`src/rtl/ascii_operand_parser.sv`:
```
// ASCII line parser: N_OPS signed decimal operands per line, published atomically
// as one frame, or one coded error per malformed line.
//
// state   | meaning
// IDLE    | between operands, waiting for sign/digit/terminator
// SIGN    | '-' seen, first digit required
// DIGIT   | accumulating operand magnitude
// DISCARD | error raised, dropping bytes until terminator
module ascii_operand_parser #(
  parameter int N_OPS      = 4,
  parameter int W          = 4,
  parameter int MAX_DIGITS = 2
) (
  input  logic               clk,
  input  logic               reset,
  input  logic [7:0]         rx_data,
  input  logic               rx_valid,
  output logic [N_OPS*W-1:0] ops,
  output logic               ops_valid,
  output logic               err,
  output logic [1:0]         err_code,
  output logic               busy
);

  localparam int MW = $clog2(10**MAX_DIGITS) + 1;
  localparam int CW = ((MW > W) ? MW : W) + 1;
  localparam int IW = $clog2(N_OPS + 1);
  localparam int DW = $clog2(MAX_DIGITS + 1);

  localparam logic [CW-1:0] LIM_NEG = CW'(1) << (W - 1);
  localparam logic [CW-1:0] LIM_POS = LIM_NEG - CW'(1);

  localparam logic [1:0] E_BADCHAR = 2'd0;
  localparam logic [1:0] E_DIGITS  = 2'd1;
  localparam logic [1:0] E_RANGE   = 2'd2;
  localparam logic [1:0] E_COUNT   = 2'd3;

  typedef enum logic [1:0] {
    S_IDLE,
    S_SIGN,
    S_DIGIT,
    S_DISCARD
  } state_t;

  state_t             state, state_nx;
  logic [IW-1:0]      idx, idx_nx, idx_t;
  logic [DW-1:0]      dcnt, dcnt_nx;
  logic [CW-1:0]      mag, mag_nx, mag_acc, sval;
  logic               neg, neg_nx;
  logic [N_OPS*W-1:0] slots, slots_nx;
  logic [N_OPS*W-1:0] ops_nx;
  logic               ops_valid_nx, err_nx;
  logic [1:0]         err_code_nx;

  logic is_digit, is_minus, is_delim, is_term, over;
  logic take_digit, do_commit, do_term, do_err;
  logic [1:0] code;

  assign is_digit = (rx_data >= 8'h30) && (rx_data <= 8'h39);
  assign is_minus = (rx_data == 8'h2D);
  assign is_delim = (rx_data == 8'h20) || (rx_data == 8'h2C);
  assign is_term  = (rx_data == 8'h0A) || (rx_data == 8'h0D);

  // Only DIGIT accumulates; SIGN/IDLE start from zero. mag < 10^(MAX_DIGITS-1) here,
  // so the product never wraps at CW bits.
  assign mag_acc = ((state == S_DIGIT) ? (mag * CW'(10)) : '0) + CW'(rx_data[3:0]);
  assign over    = mag_acc > (neg ? LIM_NEG : LIM_POS);
  assign sval    = neg ? (-mag) : mag;

  always_comb begin
    state_nx     = state;
    idx_nx       = idx;
    dcnt_nx      = dcnt;
    mag_nx       = mag;
    neg_nx       = neg;
    slots_nx     = slots;
    ops_nx       = ops;
    ops_valid_nx = 1'b0;
    err_nx       = 1'b0;
    err_code_nx  = err_code;
    take_digit   = 1'b0;
    do_commit    = 1'b0;
    do_term      = 1'b0;
    do_err       = 1'b0;
    code         = E_BADCHAR;
    idx_t        = idx;

    if (rx_valid) begin
      unique case (state)
        S_IDLE: begin
          if (is_digit) take_digit = 1'b1;
          else if (is_minus) begin
            neg_nx   = 1'b1;
            state_nx = S_SIGN;
          end
          else if (is_term) do_term = 1'b1;
          else if (!is_delim) do_err = 1'b1;
        end
        S_SIGN: begin
          if (is_digit) take_digit = 1'b1;
          else do_err = 1'b1;
        end
        S_DIGIT: begin
          if (is_digit) take_digit = 1'b1;
          else if (is_delim) do_commit = 1'b1;
          else if (is_term) begin
            do_commit = 1'b1;
            do_term   = 1'b1;
          end
          else do_err = 1'b1;
        end
        S_DISCARD: begin
          if (is_term) state_nx = S_IDLE;
        end
        default: state_nx = S_IDLE;
      endcase
    end

    if (take_digit) begin
      if ((state == S_DIGIT) && (dcnt == DW'(MAX_DIGITS))) begin
        do_err = 1'b1;
        code   = E_DIGITS;
      end
      else if (over) begin
        do_err = 1'b1;
        code   = E_RANGE;
      end
      else begin
        mag_nx   = mag_acc;
        dcnt_nx  = dcnt + DW'(1);
        state_nx = S_DIGIT;
      end
    end

    if (do_commit) begin
      if (idx == IW'(N_OPS)) begin
        do_err = 1'b1;
        code   = E_COUNT;
      end
      else begin
        slots_nx[int'(idx)*W +: W] = sval[W-1:0];
        idx_t    = idx + IW'(1);
        idx_nx   = idx_t;
        neg_nx   = 1'b0;
        mag_nx   = '0;
        dcnt_nx  = '0;
        state_nx = S_IDLE;
      end
    end

    // Terminator rule uses the index after any same-byte commit.
    if (do_term && !do_err) begin
      if (idx_t == IW'(N_OPS)) begin
        ops_nx       = slots_nx;
        ops_valid_nx = 1'b1;
        idx_nx       = '0;
        state_nx     = S_IDLE;
      end
      else if (idx_t != '0) begin
        do_err = 1'b1;
        code   = E_COUNT;
      end
    end

    // An error raised on the terminator itself has already ended the line.
    if (do_err) begin
      err_nx      = 1'b1;
      err_code_nx = code;
      idx_nx      = '0;
      neg_nx      = 1'b0;
      mag_nx      = '0;
      dcnt_nx     = '0;
      state_nx    = is_term ? S_IDLE : S_DISCARD;
    end
  end

  always_ff @(posedge clk or negedge reset) begin
    if (!reset) begin
      state     <= S_IDLE;
      idx       <= '0;
      dcnt      <= '0;
      mag       <= '0;
      neg       <= 1'b0;
      slots     <= '0;
      ops       <= '0;
      ops_valid <= 1'b0;
      err       <= 1'b0;
      err_code  <= E_BADCHAR;
    end
    else begin
      state     <= state_nx;
      idx       <= idx_nx;
      dcnt      <= dcnt_nx;
      mag       <= mag_nx;
      neg       <= neg_nx;
      slots     <= slots_nx;
      ops       <= ops_nx;
      ops_valid <= ops_valid_nx;
      err       <= err_nx;
      err_code  <= err_code_nx;
    end
  end

  assign busy = (state != S_IDLE) || (idx != '0);

endmodule

```
`config.mk`:
```
export PLATFORM = sky130hd
export DESIGN_NAME = ascii_operand_parser
export DESIGN_NICKNAME = d
export VERILOG_FILES = /design/src/rtl/ascii_operand_parser.sv
export SDC_FILE = /design/constraint.sdc
export NUM_CORES = 1
export LEC_CHECK = 0
export CAP_MARGIN = 20
export CORE_UTILIZATION = 55
export CTS_CLUSTER_SIZE = 16
export DETAILED_ROUTE_END_ITERATION = 8
export GPL_TIMING_DRIVEN = 0
export PLACE_DENSITY = 0.77
export RECOVER_POWER = 100
export SLEW_MARGIN = 10
export SYNTH_ARGS = -nofsm -noshare
export SYNTH_HDL_FRONTEND = slang
export SYNTH_SLANG_ARGS = --single-unit
```
`constraint.sdc`:
```
create_clock -name clk -period 10.3 [get_ports clk]
set_input_delay 3.09 -clock clk [delete_from_list [all_inputs] [get_ports clk]]
set_output_delay 3.09 -clock clk [all_outputs]
set_load 0.005 [all_outputs]
```
# [Word level (Yosys, flattened, before mapping)]
# Index checks and enable logic that the tools add are counted.
[classes] div_mod_pow=0 eq_ne=11 n_lt_le_gt_ge=3 n_mul=1 n_mux=87 addsub=5 reduce_logical=13 n_shift=2 bitwise_logic=0
[op_table] cell="2-to-1 mux 9 bit" count=7
[op_table] cell="2-to-1 mux 2 bit" count=27
[op_table] cell="2-to-1 mux 1 bit" count=40
[op_table] cell="negation 5 -> 33 bit" count=1
[op_table] cell="variable shift 4 x 33 -> 16 bit, first input constant" count=1
[op_table] cell="indexed part select 4 x 33 -> 16 bit" count=1
[op_table] cell="2-to-1 mux 16 bit" count=2
[op_table] cell="equality test 8 x 6 -> 1 bit, second input constant" count=3
[op_table] cell="bitwise mux 16 bit" count=1
[op_table] cell="equality test 8 x 4 -> 1 bit, second input constant" count=2
[op_table] cell="2-to-1 mux 3 bit" count=5
[op_table] cell="adder 9 x 4 -> 9 bit" count=1
[op_table] cell="greater-than comparator 9 x 4 -> 1 bit" count=1
[op_table] cell="multiplier 9 x 3 -> 8 bit, second input constant" count=1
[op_table] cell="greater-or-equal comparator 8 x 6 -> 1 bit, second input constant" count=1
[op_table] cell="less-or-equal comparator 8 x 6 -> 1 bit, second input constant" count=1
[op_table] cell="2-to-1 mux 4 bit" count=2
[op_table] cell="equality test 2 bit, second input constant" count=3
[op_table] cell="equality test 3 bit, second input constant" count=2
[op_table] cell="nonzero test 3 bit" count=2
[op_table] cell="negation 4 bit" count=1
[op_table] cell="one-hot mux 2 bit (2 select lines)" count=1
[op_table] cell="adder 3 x 1 -> 3 bit, second input constant" count=1
[op_table] cell="logical AND 1 bit" count=3
[op_table] cell="other kinds (10)" count=12
[totals] memories=0 ff_bits=53 latchBits=0 input_bits=11 out_inout_bits=21 elab_cells=132 rom_bits=0 ramBits=0

# [Longest topological paths before layout]
# Gate-level depths: netlist of run 1.
[depth] depth_word=17 depth_mapped=14 depth_no_buf=13

# [Worst setup path after synthesis of run 1]
# Ideal clock, no wire load.
[synth_timing] kind="input-to-reg" from="input rx_data[1]" to="register state[1]" path_buffers=0 setup_ps=96 slack_ps=4801 cell_stages=9 t_required_ps=10204 arrival_ps=5403 path_cell_list="ha_1 -> fa_1 -> xor2_1 -> ha_1 -> o21a_1 -> o21ai_0 -> nand4_4 -> a211o_4 -> o32ai_2"
[synth_between] elab_chain_len=17 elab_cells_between_ends=63 cone_classes="add/sub: 1; order compare: 3; eq/ne: 6; mux: 47; reduce/logical: 6"
[synth_rtl] item="start: declaration" line_no="16" text="input logic [7:0] rx_data,"
[synth_rtl] item="branches (longest 16 deep; another with adder 9 x 4 -> 9 bit)"
[synth_rtl] item="2-to-1 mux 2 bit *" line_no="166" text="if (do_err) begin"
[synth_rtl] item="net state_nx[1]" line_no="45" text="state_t state, state_nx;"
[synth_rtl] item="end signal: assignment" line_no="191" text="state <= state_nx;"
[synth_rtl] item="end: declaration" line_no="45"
# Mark *: on every way through the listed nets, which the timed path passes.
# A chain may end at the register's enable or synchronous reset.

# [Worst setup path in the final report of run 1]
[layout_timing] from="input rx_data[2]" to="register ops[10]"
[layout_between] elab_chain_len=16 elab_cells_between_ends=47 cone_classes="add/sub: 1; order compare: 3; eq/ne: 6; mux: 31; reduce/logical: 6"
[layout_rtl] item="branches (longest 16 deep; another with adder 9 x 4 -> 9 bit)"
[layout_rtl] item="end signal: assignment" line_no="197" text="ops <= ops_nx;"
[layout_rtl] item="end: declaration" line_no="18" text="output logic [N_OPS*W-1:0] ops,"
# Several ways; the timed one is not identified.

==> results.md, run 1 <==
* Fillers at 451
* Crit Path Class: in -> reg
* Synth top area share at 41.1%
* WHS Path Cells at 2
* DR WL/cell at 15.6 microns
* Die Height at 77.9 microns
* Ys async rst share at 100%
* CP max stage cell: a21boi_0
* EDFF count, synth at 0
* Fin. Hold Viols at 0
* Worst-skew pair later-pin latency at 0.32 ns
* Clock-pin slew on the worst setup and hold paths at 0.09 ns
* Buffers and inverters on the worst path at 2
* Largest net degree at the start of global routing at 38
* Syn_nets at 340
* CP max FO at 10
* Top_reg_cell synth: dfrtp_1
* Initial antenna violation count at 0
* F_max at 147 MHz
* First-pass GRT wire length at 11300 microns
* Max-Cap Viols at 1
* Hold Path Origin: slots[15]$_DFF_PN0_
* Global route overflow at 0
* CTS tree: done
* Drt drc at 0
* Outcome: finished, violations left
* Clock sink total at 52
* Vias at 2401
* Setup Total Neg Slack at 0 ns
* CP Cell Sequence: dlygate4sd3_1 > and3b_1 > a2bb2oi_1 > a21boi_0 > o211ai_1 > a21o_1 > nor2_1 > clkbuf_1 > mux2_2
* Num CTS Buffers at 5
* Rows at 27
* Sequential area share after synthesis at 41.1%
* Synthesized flop and latch total at 52
* Syn. warnings at 0
* Pleak at 1.74 nW
* Unrepaired setup endpoints after global routing: false
* Routed WL at 6420 microns
* Placed cell count at 402
* Antenna Nets Post-Route at 0
* Max stage delay on crit path at 0.84 ns
* Rel. slew slack at -28.7%
* Layout area overhead at 14.3%
* Crit path max-delay family: compound AO/OA/AOI/OAI gates
* Slew @ Worst Pin at 1.93 ns
* Setup-failing EPs final at 0
* Layout cell share with drive strength beyond 1 at 8.24%
* First-pass DRT Iterations at 4
* Clock skew at 0.0126 ns
* Synth Instances at 298
* Routability cong. at 0.857
* IO Port Bufs at 31
* Commonest non-fill, non-tap cells in the layout: 52 x dfrtp_1, 29 x ha_1, 23 x dlygate4sd3_1
* Worst Hold End: slots[15]$_DFF_PN0_
* Period utilisation layout at 66.0%
* Synth cell types at 57
* Die area at 6070 sq um
* Power per cell area at 130 nW/um^2
* Worst R2R Start: idx[0]$_DFF_PN0_
* Final Max Slew Viols at 38
* Core ar. at 5540 sq um
* Iter 0 DRT Violations at 173
* Min-delay worst type: reg -> reg
* Max clock buf depth at 2
* Worst EP required at 10.50 ns
* Total GRT Usage at 23.9%
* Setup bufs post-CTS at 0
* # IOs at 32
* Syn Area/Cell at 10.6 sq um
* Yosys top cell by area: dfrtp_1
* Vias in the first global route at 2408
* Root Buffer: clkbuf_8
* Nets at 381
* R2r worst-path depth at 11
* Via/cell ratio at 5.83
* Initial core utilization at 57.2%
* Fin cells at 412
* Die Width at 77.9 microns
* DP Area at 3580 sq um
* Failing checks: capacitance limit, slew limit
* CTS hold repair buffers at 0
* Post-Syn Area at 3170 sq um
* Crit path DAT at 7.00 ns
* R2R Path End: ops[10]$_DFFE_PN0P_
* HPWL after DPL at 4970 microns
* Worst setup SP type: input port
* Fin area at 3620 sq um
* H-Tree Depth at 2
* Synth area leaders: dfrtp_1 41%, ha_1 11%, mux2_2 6.0%, a21oi_1 3.5%, o31ai_1 3.3%
* Clock period minus worst slack at 6.80 ns
* R2R Setup Slk at 5.91 ns
* Peak VDD IR at 0.0918 mV
* Commonest non-fill, non-tap cell in the layout: dfrtp_1
* Critical path endpoint category: flip-flop
* Hold Slack at 0.482 ns
* Post-CTS sizing at 0
* # diodes at 0
-- worst min-delay path: cells and delay by family, from the launching register on --
kind	cells	cell delay (ns)
AO/OA/AOI/OAI	1	0.07
flip-flops	1	0.33
AND/OR/NAND/NOR	1	0.04
-- how the worst max path moves through the flow --
stage                                     end  depth (start not counted)        from
after floorplan            state[1]$_DFF_PN0_                          9  rx_data[1]
after global placement     state[1]$_DFF_PN0_                         11  rx_data[1]
after detailed placement   state[1]$_DFF_PN0_                         11  rx_data[1]
after CTS                  state[1]$_DFF_PN0_                         11  rx_data[1]
after global routing       ops[8]$_DFFE_PN0P_                          9  rx_data[2]
final                     ops[10]$_DFFE_PN0P_                          9  rx_data[2]
-- routing by layer --
metal,track usage (%),vias up,wire (microns)
met5,0,-,0
met4,9.25,0,120
met3,3.65,12,160
met2,37.8,27,2960
met1,32.9,1174,3180
li1,-,1188,-
-- cell type report --
class / instances / area, sq um / area share [%]
inverters: 16 / 60.1 / 1.66
flip-flops and latches: 52 / 1300 / 35.9
multi-input cells: 227 / 1750 / 48.4
well taps: 72 / 90.1 / 2.49
plain buffers: 3 / 11.3 / 0.311
clock inverters: 2 / 16.3 / 0.449
repair buffers: 34 / 317 / 8.75
clock buffers: 6 / 72.6 / 2.00
-- flip-flops by register name, summed over array words and instances (netlist names) --
signal and flops:
dcnt 2, state 2, err_code 2, ops 16, idx 3, err 1, mag 8, slots 16
neg 1, ops_valid 1
-- through the flow --
step	utilization [%]	setup slack (ns)	power [mW]
6_report	65.3	3.50	0.471
5_1_grt	65.3	3.18	0.497
3_3_place_gp	64.4	4.02	0.360
3_5_place_dp	64.7	3.94	0.365
2_1_floorplan	-	4.80	0.318
4_1_cts	66.3	4.27	0.480
-- synthesized netlist by cell type, types with 3 or more instances --
| library cell | instances |
|---|---|
| mux2_2 | 17 |
| o31ai_1 | 14 |
| nor3_1 | 4 |
| ha_1 | 29 |
| o21ai_0 | 13 |
| and3_1 | 6 |
| nand2_1 | 21 |
| nor2_1 | 16 |
| nor2b_1 | 5 |
| xnor2_1 | 5 |
| mux2i_1 | 3 |
| nand4_1 | 3 |
| a21oi_1 | 22 |
| inv_1 | 16 |
| dfrtp_1 | 52 |
| nand3_1 | 13 |
| nor4b_1 | 5 |
-- cell families (layout without fill, tap and decap cells) --
family	after synthesis	count (layout)	share of synthesized area [%]
AND/OR/NAND/NOR	95	95	17.6
AO/OA/AOI/OAI	71	71	15.4
flip-flops	52	52	41.1
adder cells (fa/ha/maj)	31	31	12.7
multiplexers	20	20	6.99
buffers and inverters	19	61	2.29
XOR/XNOR	10	10	3.91
-- where the power goes --
part	internal, mW	switching (mW)
registers	0.216	0.00912
clock network	0.0485	0.0692
logic	0.0500	0.0783
(Power assumes the default switching activity.)
==> run 2, diff against run 1 <==
==> constraint.sdc (replaced) <==
create_clock -name clk -period 6.9 [get_ports clk]
set_input_delay 2.07 -clock clk [delete_from_list [all_inputs] [get_ports clk]]
set_output_delay 2.07 -clock clk [all_outputs]
set_load 0.005 [all_outputs]
==> results.md, run 2 (synthesis results as in run 1) <==
* Antenna Nets Post-Route at 0 (unchanged)
* F_max at 178 MHz
* Worst setup SP type: input port
* Commonest non-fill, non-tap cell in the layout: dfrtp_1
* Vias at 2404 (+0.12%)
* Final Max Slew Viols at 38 (unchanged)
* Initial antenna violation count at 0 (unchanged)
* Power per cell area at 194 nW/um^2 (+49%)
* Num CTS Buffers at 5 (unchanged)
* Max clock buf depth at 2 (unchanged)
* Unrepaired setup endpoints after global routing: false
* CTS hold repair buffers at 0 (unchanged)
* Clock period minus worst slack at 5.62 ns
* Worst-skew pair later-pin latency at 0.32 ns (about the same)
* Iter 0 DRT Violations at 173 (unchanged)
* H-Tree Depth at 2 (unchanged)
* Layout area overhead at 14.3% (about the same)
* Largest net degree at the start of global routing at 38 (unchanged)
* Post-CTS sizing at 0 (unchanged)
* # diodes at 0 (unchanged)
* IO Port Bufs at 31 (unchanged)
* Min-delay worst type: reg -> reg
* Layout cell share with drive strength beyond 1 at 8.53% (+0.29 points)
* Period utilisation layout at 81.5%
* Outcome: finished, violations left
* Clock-pin slew on the worst setup and hold paths at 0.09 ns (about the same)
* WHS Path Cells at 2 (unchanged)
* DP Area at 3580 sq um (unchanged)
* DR WL/cell at 15.6 microns (about the same)
* Setup-failing EPs final at 0 (unchanged)
* Setup bufs post-CTS at 0 (unchanged)
* Initial core utilization at 57.2% (unchanged)
* Crit Path Class: in -> reg
* Failing checks: capacitance limit, slew limit
* Hold Path Origin: slots[15]$_DFF_PN0_
* Total GRT Usage at 23.9% (unchanged)
* Core ar. at 5540 sq um (unchanged)
* Clock skew at 0.0122 ns (-0.000372 ns)
* HPWL after DPL at 4970 microns (unchanged)
* CP max FO at 10 (unchanged)
* Fin. Hold Viols at 0 (unchanged)
* Worst EP required at 7.10 ns (-3.40 ns)
* Top Registers: ops (16), slots (16), mag (8)
* Slew @ Worst Pin at 1.93 ns (-0.0000322 ns)
* Vias in the first global route at 2408 (unchanged)
* CTS tree: done
* Root Buffer: clkbuf_8
* Rel. slew slack at -28.7% (about the same)
* # IOs at 32 (unchanged)
* Max-Cap Viols at 1 (unchanged)
* Global route overflow at 0 (unchanged)
* R2r worst-path depth at 11 (unchanged)
* Die area at 6070 sq um (unchanged)
* Die Width at 77.9 microns (unchanged)
* Peak VDD IR at 0.137 mV (+49%)
* Worst Hold End: slots[15]$_DFF_PN0_
* Rows at 27 (unchanged)
* Via/cell ratio at 5.83 (+0.12%)
* Final core occ at 65.4% (about the same)
* Clock sink total at 52 (unchanged)
* Worst R2R Start: idx[0]$_DFF_PN0_
* R2R Setup Slk at 2.67 ns (-3.24 ns)
* Routed WL at 6420 microns (about the same)
* R2R Path End: ops[10]$_DFFE_PN0P_
* Die Height at 77.9 microns (unchanged)
* Commonest non-fill, non-tap cells in the layout: 52 x dfrtp_1, 29 x ha_1, 23 x dlygate4sd3_1
* First-pass GRT wire length at 11300 microns (unchanged)
* Nets at 381 (unchanged)
* Pleak at 1.75 nW (+0.25%)
* First-pass DRT Iterations at 4 (unchanged)
* Crit path DAT at 5.82 ns (-1.18 ns)
* Routability cong. at 0.857 (unchanged)
* Fin area at 3620 sq um (about the same)
* Critical path endpoint category: flip-flop
* Drt drc at 0 (unchanged)
* Setup Total Neg Slack at 0 ns (unchanged)
run 2: metrics by stage:
step | power [mW] | worst slack, ns | cells | hold slack (ns)
after CTS | 0.717 | 1.89 | 410 | 0.484
after floorplan | 0.475 | 2.42 | 298 | 0.440
after global routing | 0.742 | 0.982 | 412 | 0.504
after global placement | 0.537 | 1.64 | 401 | 0.456
after detailed placement | 0.544 | 1.56 | 402 | 0.463
final | 0.702 | 1.28 | 412 | 0.482
run 2: routing by layer:
layer / routed length (microns) / global-route usage (%)
met1: 3170 / 32.9
met2: 2960 / 37.8
met3: 160 / 3.65
met4: 120 / 9.25
met5: 0 / 0
run 2: final cells by class:
type,instances,area (sq um)
buffer,3,12.5
sequential,52,1300
clock inverter,2,16.3
multi-input combinational,227,1750
fill,450,1920
tap,72,90.1
timing repair buffer,34,317
inverter,16,60.1
clock buffer,6,72.6
run 2: where the power goes:
group	switching, mW	internal [mW]
Clock	0.103	0.0723
Combinational	0.117	0.0746
Sequential	0.0136	0.322
run 2: worst max-delay path by stage:
stage | start | end | slack (ns) | cells past startpoint
global route | rx_data[2] | ops[8]$_DFFE_PN0P_ | 0.98 | 9
global placement | rx_data[1] | state[1]$_DFF_PN0_ | 1.64 | 11
detailed placement | rx_data[1] | state[1]$_DFF_PN0_ | 1.56 | 11
CTS | rx_data[1] | state[1]$_DFF_PN0_ | 1.89 | 11
finish | rx_data[2] | ops[10]$_DFFE_PN0P_ | 1.28 | 9
floorplan | rx_data[1] | state[1]$_DFF_PN0_ | 2.42 | 9
run 2: worst max-delay path, cell delays in order:
cell and delay (ns):
dlygate4sd3_1 0.70, and3b_1 0.30, a2bb2oi_1 0.11, a21boi_0 0.84
o211ai_1 0.22, a21o_1 0.27, nor2_1 0.58, buf_2 0.38
mux2_2 0.36
==> run 3, diff against run 2 <==
--- a/config.mk
+++ b/config.mk
@@ -6,7 +6,7 @@
 export NUM_CORES = 1
 export LEC_CHECK = 0
 export CAP_MARGIN = 20
-export CORE_UTILIZATION = 55
+export CORE_UTILIZATION = 52
 export CTS_CLUSTER_SIZE = 16
 export DETAILED_ROUTE_END_ITERATION = 8
 export GPL_TIMING_DRIVEN = 0
==> constraint.sdc (replaced) <==
create_clock -name clk -period 5.1 [get_ports clk]
set_input_delay 1.53 -clock clk [delete_from_list [all_inputs] [get_ports clk]]
set_output_delay 1.53 -clock clk [all_outputs]
set_load 0.005 [all_outputs]
==> results.md, run 3 (synthesis results as in run 1) <==
* Outcome: finished, violations left
* Failing checks: capacitance limit, slew limit
* Max clock buf depth at 2 (unchanged)
* First-pass DRT Iterations at 4 (unchanged)
* Fin. Hold Viols at 0 (unchanged)
* Clock-pin slew on the worst setup and hold paths at 0.10 ns (about the same)
* Commonest non-fill, non-tap cell in the layout: dfrtp_1
* Drt drc at 0 (unchanged)
* Peak VDD IR at 0.160 mV (+16%)
* First-pass GRT wire length at 11100 microns (-1.6%)
* Core ar. at 5890 sq um (+6.2%)
* Rows at 28 (+3.7%)
* Crit Path Class: in -> reg
* CTS tree: done
* Num CTS Buffers at 5 (unchanged)
* Clock sink total at 52 (unchanged)
* CTS hold repair buffers at 0 (unchanged)
* Crit path DAT at 4.90 ns (-0.92 ns)
* Rel. slew slack at -29.1% (-0.41 points)
* Worst setup SP type: input port
* Initial core utilization at 53.8% (-3.4 points)
* Fin cells at 415 (+0.73%)
* F_max at 214 MHz
* Layout area overhead at 15.8%
* Root Buffer: clkbuf_8
* Global route overflow at 0 (unchanged)
* IO Port Bufs at 31 (unchanged)
* Vias at 2415 (+0.46%)
* Worst-skew pair later-pin latency at 0.31 ns (about the same)
* Unrepaired setup endpoints after global routing: false
* Pwr Total at 1.01 mW (+44%)
* CP Cell Sequence: dlygate4sd3_1 > ha_1 > fa_1 > xor2_1 > ha_1 > o21a_1 > o21ai_0 > nand4_1 > a211o_1 > a311oi_2
* Vias in the first global route at 2360 (-2.0%)
* Most frequent CP cell: ha_1
* Power per cell area at 276 nW/um^2 (+42%)
* Top Registers: ops (16), slots (16), mag (8)
* Via/cell ratio at 5.82 (-0.27%)
* Die Height at 80.0 microns (+2.8%)
* Pleak at 1.76 nW (+0.83%)
* CP max FO at 10 (unchanged)
* Max stage delay on crit path at 0.61 ns (-0.23 ns)
* Final Max Slew Viols at 38 (unchanged)
* Die area at 6410 sq um (+5.6%)
* Post-CTS sizing at 0 (unchanged)
* Max-Cap Viols at 1 (unchanged)
* Layout cell share with drive strength beyond 1 at 9.71% (+1.2 points)
* Clock period minus worst slack at 4.68 ns
* Largest net degree at the start of global routing at 38 (unchanged)
* Iter 0 DRT Violations at 113 (-35%)
* Min-delay worst type: reg -> reg
* CP max stage cell: dlygate4sd3_1
* Routed WL at 6650 microns (+3.7%)
* Routability cong. at 0.875 (+2.1%)
* Setup bufs post-CTS at 0 (unchanged)
* Critical path endpoint category: flip-flop
* Initial antenna violation count at 0 (unchanged)
* Worst EP required at 5.32 ns (-1.78 ns)
* Setup Total Neg Slack at 0 ns (unchanged)
* H-Tree Depth at 2 (unchanged)
* Nets at 381 (unchanged)
* Setup-failing EPs final at 0 (unchanged)
* DR WL/cell at 16.0 microns (+2.9%)
* Total GRT Usage at 22.6% (-1.3 points)
* Die Width at 80.0 microns (+2.8%)
* Placed cell count at 405 (+0.75%)
* Slew @ Worst Pin at 1.94 ns (+0.00610 ns)
* # diodes at 0 (unchanged)
* Period utilisation layout at 91.7%
* HPWL after DPL at 5020 microns (+0.96%)
* Antenna Nets Post-Route at 0 (unchanged)
* Clock skew at 0.0111 ns (-0.00107 ns)
* # IOs at 32 (unchanged)
* Commonest non-fill, non-tap cells in the layout: 52 x dfrtp_1, 29 x ha_1, 23 x dlygate4sd3_1
run 3: cell count changes in the layout (fill, tap and decap cells not counted), sizes merged:
cell / change
inv: +1
clkinv: -1
bufinv: +1
buf: -1
run 3: final timing paths:
kind / cells after the start / slack (ns) / endpoint / from
min in group asynchronous: 1 / 1.26 / err$_DFF_PN0_ / reset
max: 10 / 0.42 / dcnt[1]$_DFF_PN0_ / rx_data[1]
min: 1 / 0.49 / slots[0]$_DFF_PN0_ / slots[0]$_DFF_PN0_
max reg2reg: 13 / 1.12 / dcnt[1]$_DFF_PN0_ / state[0]$_DFF_PN0_
max in group asynchronous: 2 / 1.57 / slots[3]$_DFF_PN0_ / reset
min reg2reg: 1 / 0.49 / slots[0]$_DFF_PN0_ / slots[0]$_DFF_PN0_
run 3: layout make-up:
| type | instances | area, sq um |
|---|---|---|
| fillers | 510 | 2220 |
| multi-input cells | 227 | 1770 |
| flip-flops and latches | 52 | 1300 |
| repair buffers | 34 | 317 |
| well taps | 75 | 93.8 |
| clock buffers | 5 | 68.8 |
| inverters | 16 | 60.1 |
| clock inverters | 3 | 46.3 |
| plain buffers | 3 | 12.5 |
run 3: per-layer routing:
| metal | part of all wire [%] | up-vias | wire (microns) | GRT usage (%) |
|---|---|---|---|---|
| met5 | 0 | - | 0 | 0 |
| met4 | 1.1 | 0 | 73 | 7.32 |
| met3 | 3.4 | 7 | 224 | 4.23 |
| met2 | 49 | 48 | 3260 | 37.4 |
| met1 | 47 | 1169 | 3090 | 29.6 |
| li1 | - | 1191 | - | - |
run 3: worst max-delay path: cells and delay by family:
family,cells,cell delay (ns)
xor+xnor,1,0.24
simple gates,1,0.40
compound gates,4,1.15
fa+ha+maj,3,0.96
buf+inv,1,0.61
run 3: metrics by stage:
stage	area, sq um	hold WS [ns]	utilization, %	worst slack, ns
after floorplan	3170	0.440	-	1.16
after global placement	3570	0.455	60.7	0.400
after detailed placement	3590	0.462	60.9	0.330
after CTS	3700	0.486	62.9	0.653
after global routing	3670	0.497	62.3	0.263
final	3670	0.486	62.3	0.424
run 3: report_power, final:
part           leakage [nW]  total [mW]  internal (mW)  switching, mW
registers             0.720       0.456          0.435         0.0201
logic                 0.987       0.263          0.102          0.161
clock network        0.0548       0.292          0.148          0.144
